<file path="src/rtl/cnn_pkg.sv">
// Shared definitions for the CNN accelerator layer-memory path:
// memory select codes, default bus widths and the port-arbiter state encoding.
package cnn_pkg;

    localparam int AW_DEF   = 12;
    localparam int DW_DEF   = 20;
    localparam int SELW_DEF = 3;

    typedef enum logic [2:0] {
        CSEL_NONE = 3'd0,
        L0_K0     = 3'd1,
        L0_K1     = 3'd2,
        L1_K0     = 3'd3,
        L1_K1     = 3'd4,
        L2        = 3'd5
    } csel_e;

    typedef enum logic {
        ARB = 1'b0,
        OWN = 1'b1
    } arb_state_e;

endpackage

</file>
<file path="src/rtl/rr_pick.sv">
// Combinational round-robin picker: first set bit of req scanning from ptr upward,
// wrapping modulo NREQ.
module rr_pick #(
    parameter int NREQ = 3,
    parameter int PW   = 2
) (
    input  logic [NREQ-1:0] req,
    input  logic [PW-1:0]   ptr,
    output logic [NREQ-1:0] onehot,
    output logic [PW-1:0]   idx,
    output logic            any
);

    always_comb begin
        int k;
        // NOTE: every output gets a default before the loop so no path leaves one
        // unassigned; otherwise synthesis infers a latch.
        onehot = '0;
        idx    = '0;
        any    = 1'b0;
        k      = 0;
        for (int i = 0; i < NREQ; i++) begin
            k = (int'(ptr) + i) % NREQ;
            if (!any && req[k]) begin
                any       = 1'b1;
                onehot[k] = 1'b1;
                idx       = PW'(k);
            end
        end
    end

endmodule

</file>
<file path="src/rtl/lmem_port_arbiter.sv">
// Shares the single layer-memory port between NREQ engines: round-robin grants with
// optional locked bursts, registered memory commands and a one-hot read-return path.
module lmem_port_arbiter
    import cnn_pkg::*;
#(
    parameter int NREQ     = 3,
    parameter int AW       = AW_DEF,
    parameter int DW       = DW_DEF,
    parameter int SELW     = SELW_DEF,
    parameter int LOCK_MAX = 4
) (
    input  logic                 clk,
    input  logic                 reset,
    input  logic [NREQ-1:0]      req,
    input  logic [NREQ-1:0]      lock,
    input  logic [NREQ-1:0]      we,
    input  logic [NREQ*SELW-1:0] sel,
    input  logic [NREQ*AW-1:0]   addr,
    input  logic [NREQ*DW-1:0]   wdata,
    output logic [NREQ-1:0]      gnt,
    output logic [NREQ-1:0]      rvalid,
    output logic [DW-1:0]        rdata,
    output logic                 cwr,
    output logic                 crd,
    output logic [SELW-1:0]      csel,
    output logic [AW-1:0]        caddr_wr,
    output logic [DW-1:0]        cdata_wr,
    output logic [AW-1:0]        caddr_rd,
    input  logic [DW-1:0]        cdata_rd
);

    localparam int PW = (NREQ > 1) ? $clog2(NREQ) : 1;
    localparam int CW = $clog2(LOCK_MAX + 1);

    arb_state_e      state;
    logic [PW-1:0]   ptr;
    logic [PW-1:0]   owner;
    logic [CW-1:0]   cnt;

    logic [NREQ-1:0] pick_onehot;
    logic [PW-1:0]   pick_idx;
    logic            pick_any;

    logic            accept;
    logic [PW-1:0]   acc_idx;
    logic [PW-1:0]   acc_next;

    logic            rd_p1;
    logic [PW-1:0]   id_p1;

    rr_pick #(
        .NREQ (NREQ),
        .PW   (PW)
    ) u_pick (
        .req    (req),
        .ptr    (ptr),
        .onehot (pick_onehot),
        .idx    (pick_idx),
        .any    (pick_any)
    );

    // Grants are held off entirely while reset is low so nothing is accepted then.
    always_comb begin
        gnt = '0;
        if (reset) begin
            if (state == ARB)
                gnt = pick_onehot;
            else
                gnt[owner] = req[owner];
        end
    end

    assign accept   = |(req & gnt);
    assign acc_idx  = (state == OWN) ? owner : pick_idx;
    assign acc_next = (int'(acc_idx) == NREQ - 1) ? '0 : acc_idx + PW'(1);
    assign rdata    = cdata_rd;

    // NOTE: sequential state is updated with non-blocking assignments only, so every
    // register samples the pre-edge values regardless of statement order.
    always_ff @(posedge clk or negedge reset) begin
        if (!reset) begin
            state <= ARB;
            ptr   <= '0;
            owner <= '0;
            cnt   <= '0;
        end else begin
            case (state)
                ARB: begin
                    if (pick_any) begin
                        ptr <= acc_next;
                        if (lock[pick_idx] && LOCK_MAX > 1) begin
                            owner <= pick_idx;
                            cnt   <= CW'(1);
                            state <= OWN;
                        end
                    end
                end
                OWN: begin
                    // ptr already points past the owner, so it loses priority on exit.
                    if (req[owner]) begin
                        cnt <= cnt + CW'(1);
                        if (!lock[owner] || (cnt + CW'(1) == CW'(LOCK_MAX)))
                            state <= ARB;
                    end else begin
                        state <= ARB;
                    end
                end
                default: state <= ARB;
            endcase
        end
    end

    always_ff @(posedge clk or negedge reset) begin
        if (!reset) begin
            cwr      <= 1'b0;
            crd      <= 1'b0;
            csel     <= '0;
            caddr_wr <= '0;
            cdata_wr <= '0;
            caddr_rd <= '0;
            rd_p1    <= 1'b0;
            id_p1    <= '0;
            rvalid   <= '0;
        end else begin
            cwr   <= accept &&  we[acc_idx];
            crd   <= accept && !we[acc_idx];
            rd_p1 <= accept && !we[acc_idx];
            if (accept) begin
                csel  <= sel[acc_idx*SELW +: SELW];
                id_p1 <= acc_idx;
                if (we[acc_idx]) begin
                    caddr_wr <= addr[acc_idx*AW +: AW];
                    cdata_wr <= wdata[acc_idx*DW +: DW];
                end else begin
                    caddr_rd <= addr[acc_idx*AW +: AW];
                end
            end
            // Memory returns data one cycle after crd; flag the requester in that cycle.
            rvalid <= rd_p1 ? (NREQ'(1) << id_p1) : '0;
        end
    end

endmodule

</file>
<file path="config.mk">
export PLATFORM = sky130hd
export DESIGN_NAME = lmem_port_arbiter
export DESIGN_NICKNAME = d
export VERILOG_FILES = /design/src/rtl/cnn_pkg.sv /design/src/rtl/rr_pick.sv /design/src/rtl/lmem_port_arbiter.sv
export SDC_FILE = /design/constraint.sdc
export NUM_CORES = 1
export LEC_CHECK = 0
export ABC_AREA = 1
export BUFFER_PORTS_ARGS = -buffer_cell sky130_fd_sc_hd__clkbuf_2
export CAP_MARGIN = 40
export CORE_MARGIN = 2
export CORE_UTILIZATION = 30
export CTS_CLUSTER_SIZE = 14
export DETAILED_ROUTE_END_ITERATION = 16
export PLACE_DENSITY = 0.65
export SYNTH_ARGS = -nofsm -noshare
export SYNTH_HDL_FRONTEND = slang
export SYNTH_HIERARCHICAL = 1
export SYNTH_SLANG_ARGS = --single-unit
</file>
<file path="constraint.sdc">
create_clock -name clk -period 2.64 [get_ports clk]
set_input_delay 0.528 -clock clk [delete_from_list [all_inputs] [get_ports clk]]
set_output_delay 0.528 -clock clk [all_outputs]
set_load 0.05 [all_outputs]
</file>
==> run_summary.xml, run 1 <==
<?xml version="1.0" encoding="UTF-8"?>
<metrics>
  <group name="clock_network">
    <metric name="cts_inserted_buffers" unit="">9</metric>
    <metric name="clock_insertion_delay_worst_skew" unit="ps">330</metric>
    <metric name="tritoncts" unit="">built</metric>
    <metric name="cts.sinks" unit="">62</metric>
    <metric name="clock_tree_buf_depth" unit="">2</metric>
    <metric name="cts_clk_pin_slew_worst_paths" unit="ps">60</metric>
    <metric name="h-tree-depth" unit="">3</metric>
    <metric name="cts_root_buffer" unit="">sky130_fd_sc_hd__clkbuf_16</metric>
  </group>
  <group name="routing">
    <metric name="post-route-drc-count" unit="">0</metric>
    <metric name="via_count" unit="">3962</metric>
    <metric name="final_antenna_net_count" unit="">0</metric>
    <metric name="wl_per_cell" unit="um">13.4</metric>
    <metric name="detailedRoute.firstPassIterationCount" unit="">4</metric>
    <metric name="via_per_inst" unit="">4.49</metric>
    <metric name="drt_iter0_drc" unit="">221</metric>
    <metric name="detail_route.wirelength" unit="um">11900</metric>
  </group>
  <group name="critical_path">
    <metric name="timing.critical_path.required" unit="ps">2110</metric>
    <metric name="cp_data_arrival_time" unit="ps">2090</metric>
    <metric name="path_delay_family" unit="">simple AND/OR/NAND/NOR gates</metric>
    <metric name="crit_path_frequent_cell" unit="">sky130_fd_sc_hd__nor2_1</metric>
    <metric name="cp_slowest_stage_delay" unit="ps">440</metric>
    <metric name="cp-start-kind" unit="">flop</metric>
    <metric name="critPathKind" unit="">reg2out</metric>
    <metric name="crit_path_cell_trace" unit="">buf_4 -&gt; ha_4 -&gt; o31ai_4 -&gt; nand3_2 -&gt; nand2_1 -&gt; nor2_1 -&gt; nor2_1 -&gt; and2_4 -&gt; buf_8</metric>
    <metric name="cpMaxStageDelayCell" unit="">sky130_fd_sc_hd__dfrtp_2</metric>
    <metric name="critPathBufInv" unit="">2</metric>
    <metric name="crit_path_max_fanout" unit="">6</metric>
    <metric name="setup.worst_path.end_class" unit="">primary output</metric>
  </group>
  <group name="logic_synthesis">
    <metric name="yosysSeqAreaShare" unit="">0.405</metric>
    <metric name="synth_warnings" unit="">6</metric>
    <metric name="synth-seq-cells" unit="">62</metric>
    <metric name="synth_enable_flop_cells" unit="">0</metric>
    <metric name="count_of_distinct_cell_types_in_the_synthesized_netlist" unit="">26</metric>
    <metric name="async_flop_share" unit="">1.00</metric>
    <metric name="synth.cell_area" unit="sq um">3830</metric>
    <metric name="syn-num-nets" unit="">689</metric>
    <metric name="count_of_mapped_cells_out_of_synthesis" unit="">547</metric>
    <metric name="synth.avg_cell_area" unit="sq um">7.00</metric>
    <metric name="synth-main-ff-cell" unit="">sky130_fd_sc_hd__dfrtp_1</metric>
  </group>
  <group name="power">
    <metric name="power.density_cell_area" unit="nW/um^2">1650</metric>
    <metric name="power_leakage" unit="uW">0.00296</metric>
    <metric name="vdd_ir_drop_max" unit="V">0.000576</metric>
  </group>
  <group name="floorplan">
    <metric name="fp.dieArea" unit="sq um">13700</metric>
    <metric name="floorplan.core_area" unit="sq um">12500</metric>
    <metric name="die_height" unit="um">117</metric>
    <metric name="io-pin-count" unit="">211</metric>
    <metric name="chipWidth" unit="um">117</metric>
    <metric name="num_rows" unit="">41</metric>
    <metric name="initial_core_utilization" unit="">0.306</metric>
  </group>
  <group name="timing">
    <metric name="final.min_clock_period" unit="ps">2620</metric>
    <metric name="grt_setup_unrepaired" unit="">true</metric>
    <metric name="drv_slew" unit="">0</metric>
    <metric name="worst_slew_pin_slew" unit="ps">797</metric>
    <metric name="period_share" unit="">0.993</metric>
    <metric name="final.setup_skew" unit="ps">5.79</metric>
    <metric name="fmaxAchievable" unit="MHz">381</metric>
    <metric name="worst_slew_margin_rel" unit="">0.469</metric>
    <metric name="hold_slack" unit="ps">439</metric>
    <metric name="hold_viol_final" unit="">0</metric>
    <metric name="timing.setup.tns" unit="ps">0</metric>
    <metric name="setup-violations-final" unit="">0</metric>
  </group>
  <group name="global_routing">
    <metric name="antenna_violations_before_repair" unit="">0</metric>
    <metric name="grt_pass1_vias" unit="">3735</metric>
    <metric name="grt_util_all_layers" unit="">0.176</metric>
    <metric name="grt_max_degree" unit="">63</metric>
    <metric name="grt_pass1_wl" unit="um">18400</metric>
    <metric name="global_route.overflow_total" unit="">0</metric>
  </group>
  <group name="final_layout">
    <metric name="antennaDiodeCount" unit="">0</metric>
    <metric name="nFillCells" unit="">1361</metric>
    <metric name="post_route_cells_drive_above_1_share" unit="">0.342</metric>
    <metric name="area_delta_synth_final" unit="%">36.6</metric>
    <metric name="final_core_util" unit="">0.418</metric>
    <metric name="final-instance-count-excl-fill" unit="">882</metric>
    <metric name="layout.nets" unit="">848</metric>
  </group>
  <group name="job">
    <metric name="max_cap_viol_count" unit="">0</metric>
  </group>
  <group name="placed_design">
    <metric name="dpl.cell_count" unit="">863</metric>
    <metric name="dp.final_hpwl" unit="um">8880</metric>
    <metric name="final_wtd_congestion" unit="">0.843</metric>
    <metric name="total_of_buffers_placed_on_input_and_output_ports" unit="">170</metric>
  </group>
  <group name="outcome">
    <metric name="status" unit="">completed</metric>
  </group>
  <group name="worst_hold_path">
    <metric name="min-delay-path-class" unit="">in2async</metric>
  </group>
</metrics>
per-stage QoR:
stage               power [uW]  worst slack, ps  cell area (sq um)
floorplan                 5800              212               3840
global placement          7240             53.0               4800
detailed placement        7310            -2.08               4800
CTS                       8630            -5.52               5160
global route              9430            -78.1               5230
finish                    8640             17.6               5230
timing repair:
action                     4_1_cts  5_1_grt
hold buffers                     0        0
setup buffers                    1        3
resized for setup               17       16
pin swaps                        6        7
setup endpoints to repair        8       47
cells by family after synthesis:
| kind of cell | Yosys count | share of synthesized area |
|---|---|---|
| xor+xnor | 1 | 0.00229 |
| simple gates | 379 | 0.423 |
| flops | 62 | 0.405 |
| compound gates | 21 | 0.0376 |
| buf+inv | 78 | 0.113 |
| fa+ha+maj | 6 | 0.0196 |
synth_stat cells (2+ instances only):
library cell,count,area share
sky130_fd_sc_hd__nand2_1,249,0.24
sky130_fd_sc_hd__nand3_1,106,0.14
sky130_fd_sc_hd__dfrtp_1,62,0.41
sky130_fd_sc_hd__buf_4,31,0.061
sky130_fd_sc_hd__inv_1,26,0.025
sky130_fd_sc_hd__o21ai_0,13,0.017
sky130_fd_sc_hd__buf_2,12,0.016
sky130_fd_sc_hd__inv_2,7,0.0069
sky130_fd_sc_hd__nor2_1,7,0.0069
sky130_fd_sc_hd__ha_1,6,0.020
sky130_fd_sc_hd__nand2_2,6,0.0098
sky130_fd_sc_hd__a21oi_1,3,0.0039
sky130_fd_sc_hd__nor3_1,3,0.0039
sky130_fd_sc_hd__nand2_4,2,0.0059
sky130_fd_sc_hd__nor2_4,2,0.0059
sky130_fd_sc_hd__o21ai_2,2,0.0046
final timing paths:
| path | start | endpoint | slack, ps | cells past startpoint |
|---|---|---|---|---|
| min | reset | state$_DFF_PN0_ | 440 | 2 |
| max reg2reg | ptr[1]$_DFFE_PN0P_ | caddr_wr[8]$_DFFE_PN0P_ | 140 | 15 |
| max in group asynchronous | reset | ptr[1]$_DFFE_PN0P_ | 1600 | 2 |
| min reg2reg | id_p1[1]$_DFFE_PN0P_ | rvalid[1]$_DFF_PN0_ | 460 | 1 |
| max | ptr[1]$_DFFE_PN0P_ | gnt[2] | 20 | 9 |
| min in group clk | id_p1[1]$_DFFE_PN0P_ | rvalid[1]$_DFF_PN0_ | 460 | 1 |
per-layer routing:
layer / GRT usage / share of wire / vias to the layer above
met2: 0.288 / 0.47 / 147
met3: 0.0402 / 0.072 / 35
met4: 0.0808 / 0.029 / 0
li1: - / - / 2031
met1: 0.222 / 0.43 / 1749
met5: 0 / 0 / -
cell type report:
class	count	area, sq um	area share
clock buffer	11	243	0.0464
sequential	62	1550	0.297
multi-input combinational	407	1940	0.370
inverter	34	138	0.0263
tap	172	215	0.0411
timing repair buffer	192	1100	0.210
clock inverter	4	47.5	0.00909
layout by cell type, fill, tap and decap left out, types with 2 or more instances in the layout:
master	instances
sky130_fd_sc_hd__nand2_1	246
sky130_fd_sc_hd__clkbuf_2	166
sky130_fd_sc_hd__nand3_1	104
sky130_fd_sc_hd__dfrtp_1	61
sky130_fd_sc_hd__inv_1	24
sky130_fd_sc_hd__buf_4	16
sky130_fd_sc_hd__o21ai_0	12
sky130_fd_sc_hd__clkbuf_16	9
sky130_fd_sc_hd__nor2_1	7
sky130_fd_sc_hd__nand2_2	7
sky130_fd_sc_hd__inv_2	5
sky130_fd_sc_hd__nand2_4	4
sky130_fd_sc_hd__inv_4	4
sky130_fd_sc_hd__buf_12	4
sky130_fd_sc_hd__nor3_1	3
sky130_fd_sc_hd__nand3_2	3
sky130_fd_sc_hd__ha_1	3
sky130_fd_sc_hd__buf_6	3
sky130_fd_sc_hd__ha_4	3
sky130_fd_sc_hd__a21oi_2	2
sky130_fd_sc_hd__o21ai_4	2
sky130_fd_sc_hd__nor2_4	2
sky130_fd_sc_hd__clkinv_2	2
sky130_fd_sc_hd__buf_8	2
where the power goes:
part           total, uW  internal (uW)  leakage (uW)  switching [uW]
Sequential          1630           1370      0.000790             268
Clock               1170            747      0.000141             422
Combinational       5840           1800       0.00203            4040
Total               8640           3910       0.00296            4730
flip-flops by register name, indices dropped and copies added, names as in the netlist:
register	flops
owner	2
cdata_wr	20
rvalid	3
csel	3
cnt	3
caddr_wr	12
caddr_rd	12
id_p1	2
crd	1
ptr	2
cwr	1
state	1
No activity file was read; power rests on OpenSTA's default activity.
==> inputs of run 2 (changes only) <==
PLACE_DENSITY = unset   (was 0.65)
==> run 2 against run 1 <==
  * The flow now finishes with violations (setup timing)
  * Global-route usage shrank 0.23 points
  * Register-to-register slack lost 220 ps
  * Fmax shrank 5.2%
  * Clock skew shrank 1.1 ps
  * Combinational power increased by 32%
  * First-iteration DRC count down 6.8%
  * Utilization up 7.8 points
  * Critical path depth rose by 6
  * Largest power group unchanged
  * Highest routed layer unchanged
==> run_summary.xml, run 2 (same netlist as run 1, synthesis figures left out) <==
<?xml version="1.0" encoding="UTF-8"?>
<metrics>
  <group name="power">
    <metric name="power_leakage" unit="uW">0.00334</metric>
    <metric name="design_power_total" unit="uW">10800</metric>
    <metric name="power.clock.fraction" unit="">0.125</metric>
    <metric name="p_sw_frac" unit="">0.518</metric>
    <metric name="switching_power" unit="uW">5590</metric>
    <metric name="power_frac_seq" unit="">0.158</metric>
    <metric name="internal_power" unit="uW">5190</metric>
    <metric name="vdd_ir_drop_max" unit="V">0.000646</metric>
    <metric name="comb_power_share" unit="">0.717</metric>
    <metric name="power.density_cell_area" unit="nW/um^2">1740</metric>
  </group>
  <group name="final_layout">
    <metric name="post_route_cells_drive_above_1_share" unit="">0.491</metric>
    <metric name="reg_top3" unit="">cdata_wr x20, caddr_rd x12, caddr_wr x12</metric>
    <metric name="layout.cells.most_common" unit="">sky130_fd_sc_hd__nand2_1</metric>
    <metric name="antennaDiodeCount" unit="">0</metric>
    <metric name="layout.nets" unit="">888</metric>
    <metric name="layout.cell_area.non_filler" unit="sq um">6200</metric>
    <metric name="commonest_non_fill_non_tap_cells_in_the_layout" unit="">sky130_fd_sc_hd__nand2_1 (189), sky130_fd_sc_hd__clkbuf_2 (166), sky130_fd_sc_hd__nand3_1 (83)</metric>
    <metric name="largest_register_ffs" unit="">20</metric>
    <metric name="final-instance-count-excl-fill" unit="">923</metric>
    <metric name="area_delta_synth_final" unit="%">62.1</metric>
    <metric name="largest-register" unit="">cdata_wr</metric>
  </group>
  <group name="clock_network">
    <metric name="cts.sinks" unit="">62</metric>
    <metric name="h-tree-depth" unit="">3</metric>
    <metric name="cts.hold.buffers_added" unit="">0</metric>
    <metric name="cts_root_buffer" unit="">sky130_fd_sc_hd__clkbuf_16</metric>
    <metric name="tritoncts" unit="">built</metric>
    <metric name="cts_clk_pin_slew_worst_paths" unit="ps">50</metric>
    <metric name="clock_tree_buf_depth" unit="">2</metric>
    <metric name="cts_inserted_buffers" unit="">9</metric>
    <metric name="clock_insertion_delay_worst_skew" unit="ps">330</metric>
  </group>
  <group name="timing">
    <metric name="worst_slew_margin_rel" unit="">0.455</metric>
    <metric name="hold_viol_final" unit="">0</metric>
    <metric name="worst_slew_pin_slew" unit="ps">817</metric>
    <metric name="period_share" unit="">1.05</metric>
    <metric name="timing.setup.tns" unit="ps">-3030</metric>
    <metric name="layout_setup_ws" unit="ps">-125</metric>
    <metric name="hold_slack" unit="ps">461</metric>
    <metric name="drv_slew" unit="">0</metric>
    <metric name="final.min_clock_period" unit="ps">2770</metric>
    <metric name="final.setup_skew" unit="ps">4.74</metric>
    <metric name="grt_setup_unrepaired" unit="">true</metric>
    <metric name="setup-violations-final" unit="">52</metric>
    <metric name="fmaxAchievable" unit="MHz">362</metric>
  </group>
  <group name="routing">
    <metric name="final_antenna_net_count" unit="">0</metric>
    <metric name="via_count" unit="">4232</metric>
    <metric name="detailedRoute.firstPassIterationCount" unit="">4</metric>
    <metric name="post-route-drc-count" unit="">0</metric>
    <metric name="detail_route.wirelength" unit="um">13400</metric>
    <metric name="via_per_inst" unit="">4.59</metric>
    <metric name="drt_iter0_drc" unit="">206</metric>
    <metric name="wl_per_cell" unit="um">14.6</metric>
  </group>
  <group name="floorplan">
    <metric name="chipWidth" unit="um">117</metric>
    <metric name="floorplan.core_area" unit="sq um">12500</metric>
    <metric name="num_rows" unit="">41</metric>
    <metric name="io-pin-count" unit="">211</metric>
    <metric name="die_height" unit="um">117</metric>
    <metric name="fp.dieArea" unit="sq um">13700</metric>
    <metric name="initial_core_utilization" unit="">0.306</metric>
  </group>
  <group name="critical_path">
    <metric name="critPathKind" unit="">reg2out</metric>
    <metric name="cp_data_arrival_time" unit="ps">2240</metric>
    <metric name="worstSetupEndpoint" unit="">gnt[2]</metric>
    <metric name="reg2regPathDepth" unit="">21</metric>
    <metric name="rr_startpoint" unit="">ptr[1]$_DFFE_PN0P_</metric>
    <metric name="crit_path_max_fanout" unit="">3</metric>
    <metric name="worst_r2r_endpoint" unit="">caddr_wr[9]$_DFFE_PN0P_</metric>
    <metric name="reg2reg_slack" unit="ps">-80</metric>
    <metric name="timing.critical_path.required" unit="ps">2110</metric>
    <metric name="cp-startpoint" unit="">ptr[0]$_DFFE_PN0P_</metric>
    <metric name="cp-start-kind" unit="">flop</metric>
    <metric name="setup.worst_path.end_class" unit="">primary output</metric>
  </group>
  <group name="placed_design">
    <metric name="final_wtd_congestion" unit="">0.830</metric>
    <metric name="total_of_buffers_placed_on_input_and_output_ports" unit="">170</metric>
    <metric name="dp.final_hpwl" unit="um">8580</metric>
    <metric name="dpl-instance-area" unit="sq um">4920</metric>
    <metric name="dpl.cell_count" unit="">875</metric>
  </group>
  <group name="global_routing">
    <metric name="grt_pass1_wl" unit="um">18200</metric>
    <metric name="grt_util_all_layers" unit="">0.174</metric>
    <metric name="antenna_violations_before_repair" unit="">0</metric>
    <metric name="global_route.overflow_total" unit="">0</metric>
    <metric name="grt_max_degree" unit="">63</metric>
    <metric name="grt_pass1_vias" unit="">3616</metric>
  </group>
  <group name="job">
    <metric name="max_cap_viol_count" unit="">0</metric>
  </group>
  <group name="outcome">
    <metric name="failed_checks" unit="">setup timing</metric>
    <metric name="status" unit="">finished, violations left</metric>
  </group>
  <group name="worst_hold_path">
    <metric name="min-delay-path-class" unit="">reg2reg</metric>
    <metric name="min_delay_path_depth" unit="">1</metric>
  </group>
</metrics>
==> run 2: layout make-up <==
type                       count  area [sq um]
multi-input combinational    408          2320
fill                        1282          6310
inverter                      34           135
timing repair buffer         231          1640
tap                          172           215
sequential                    62          1550
clock buffer                  10           229
clock inverter                 6           110
==> run 2: worst min-delay path by stage <==
| stage | from | to | slack [ps] |
|---|---|---|---|
| final | id_p1[1]$_DFFE_PN0P_ | rvalid[1]$_DFF_PN0_ | 460 |
| after global routing | id_p1[1]$_DFFE_PN0P_ | rvalid[1]$_DFF_PN0_ | 490 |
| after CTS | id_p1[1]$_DFFE_PN0P_ | rvalid[1]$_DFF_PN0_ | 460 |
| after detailed placement | id_p1[1]$_DFFE_PN0P_ | rvalid[1]$_DFF_PN0_ | 450 |
| after global placement | id_p1[1]$_DFFE_PN0P_ | rvalid[1]$_DFF_PN0_ | 450 |
| after floorplan | reset | caddr_rd[0]$_DFFE_PN0P_ | 230 |
==> run 2: timing repair <==
| item | in CTS | in global routing |
|---|---|---|
| cloned | 1 | 8 |
| endpoints found under the setup margin | 47 | 54 |
| resized for setup | 16 | 146 |
| setup buffers | 9 | 15 |
| pin swaps | 10 | 15 |
==> run 2: metal layers <==
metal  up-vias  wire [um]  GRT usage
li1       2118          -          -
met1      1935       6020      0.221
met2       151       6290      0.291
met3        28        843     0.0335
met4         0        291     0.0690
met5         -          0          0
==> run 2: power by group through the flow <==
stage,Combinational [uW],Clock [uW],Sequential (uW)
6_report,7730,1350,1700
5_1_grt,8360,1420,1750
4_1_cts,6240,1380,1630
3_5_place_dp,5850,0,1640
3_3_place_gp,5720,0,1620
2_1_floorplan,3080,0,2730
==> run 2: stage by stage <==
step,setup WS (ps),util
floorplan,212,-
global route,-246,0.496
finish,-125,0.496
CTS,-121,0.435
detailed placement,-93.6,0.393
global placement,-186,0.391
==> run 2: critical path: stages, from the launching register on <==
cell and delay (ps):
sky130_fd_sc_hd__dfrtp_1 400, sky130_fd_sc_hd__inv_2 100, sky130_fd_sc_hd__ha_4 230, sky130_fd_sc_hd__buf_6 130, sky130_fd_sc_hd__nand2_2 70, sky130_fd_sc_hd__nand3_2 60, sky130_fd_sc_hd__nand2_2 100, sky130_fd_sc_hd__buf_6 110
sky130_fd_sc_hd__nand3_2 50, sky130_fd_sc_hd__nand2_1 70, sky130_fd_sc_hd__inv_1 50, sky130_fd_sc_hd__nand2_1 60, sky130_fd_sc_hd__nor2_1 40, sky130_fd_sc_hd__nor2_1 150, sky130_fd_sc_hd__and2_4 170, sky130_fd_sc_hd__buf_8 140
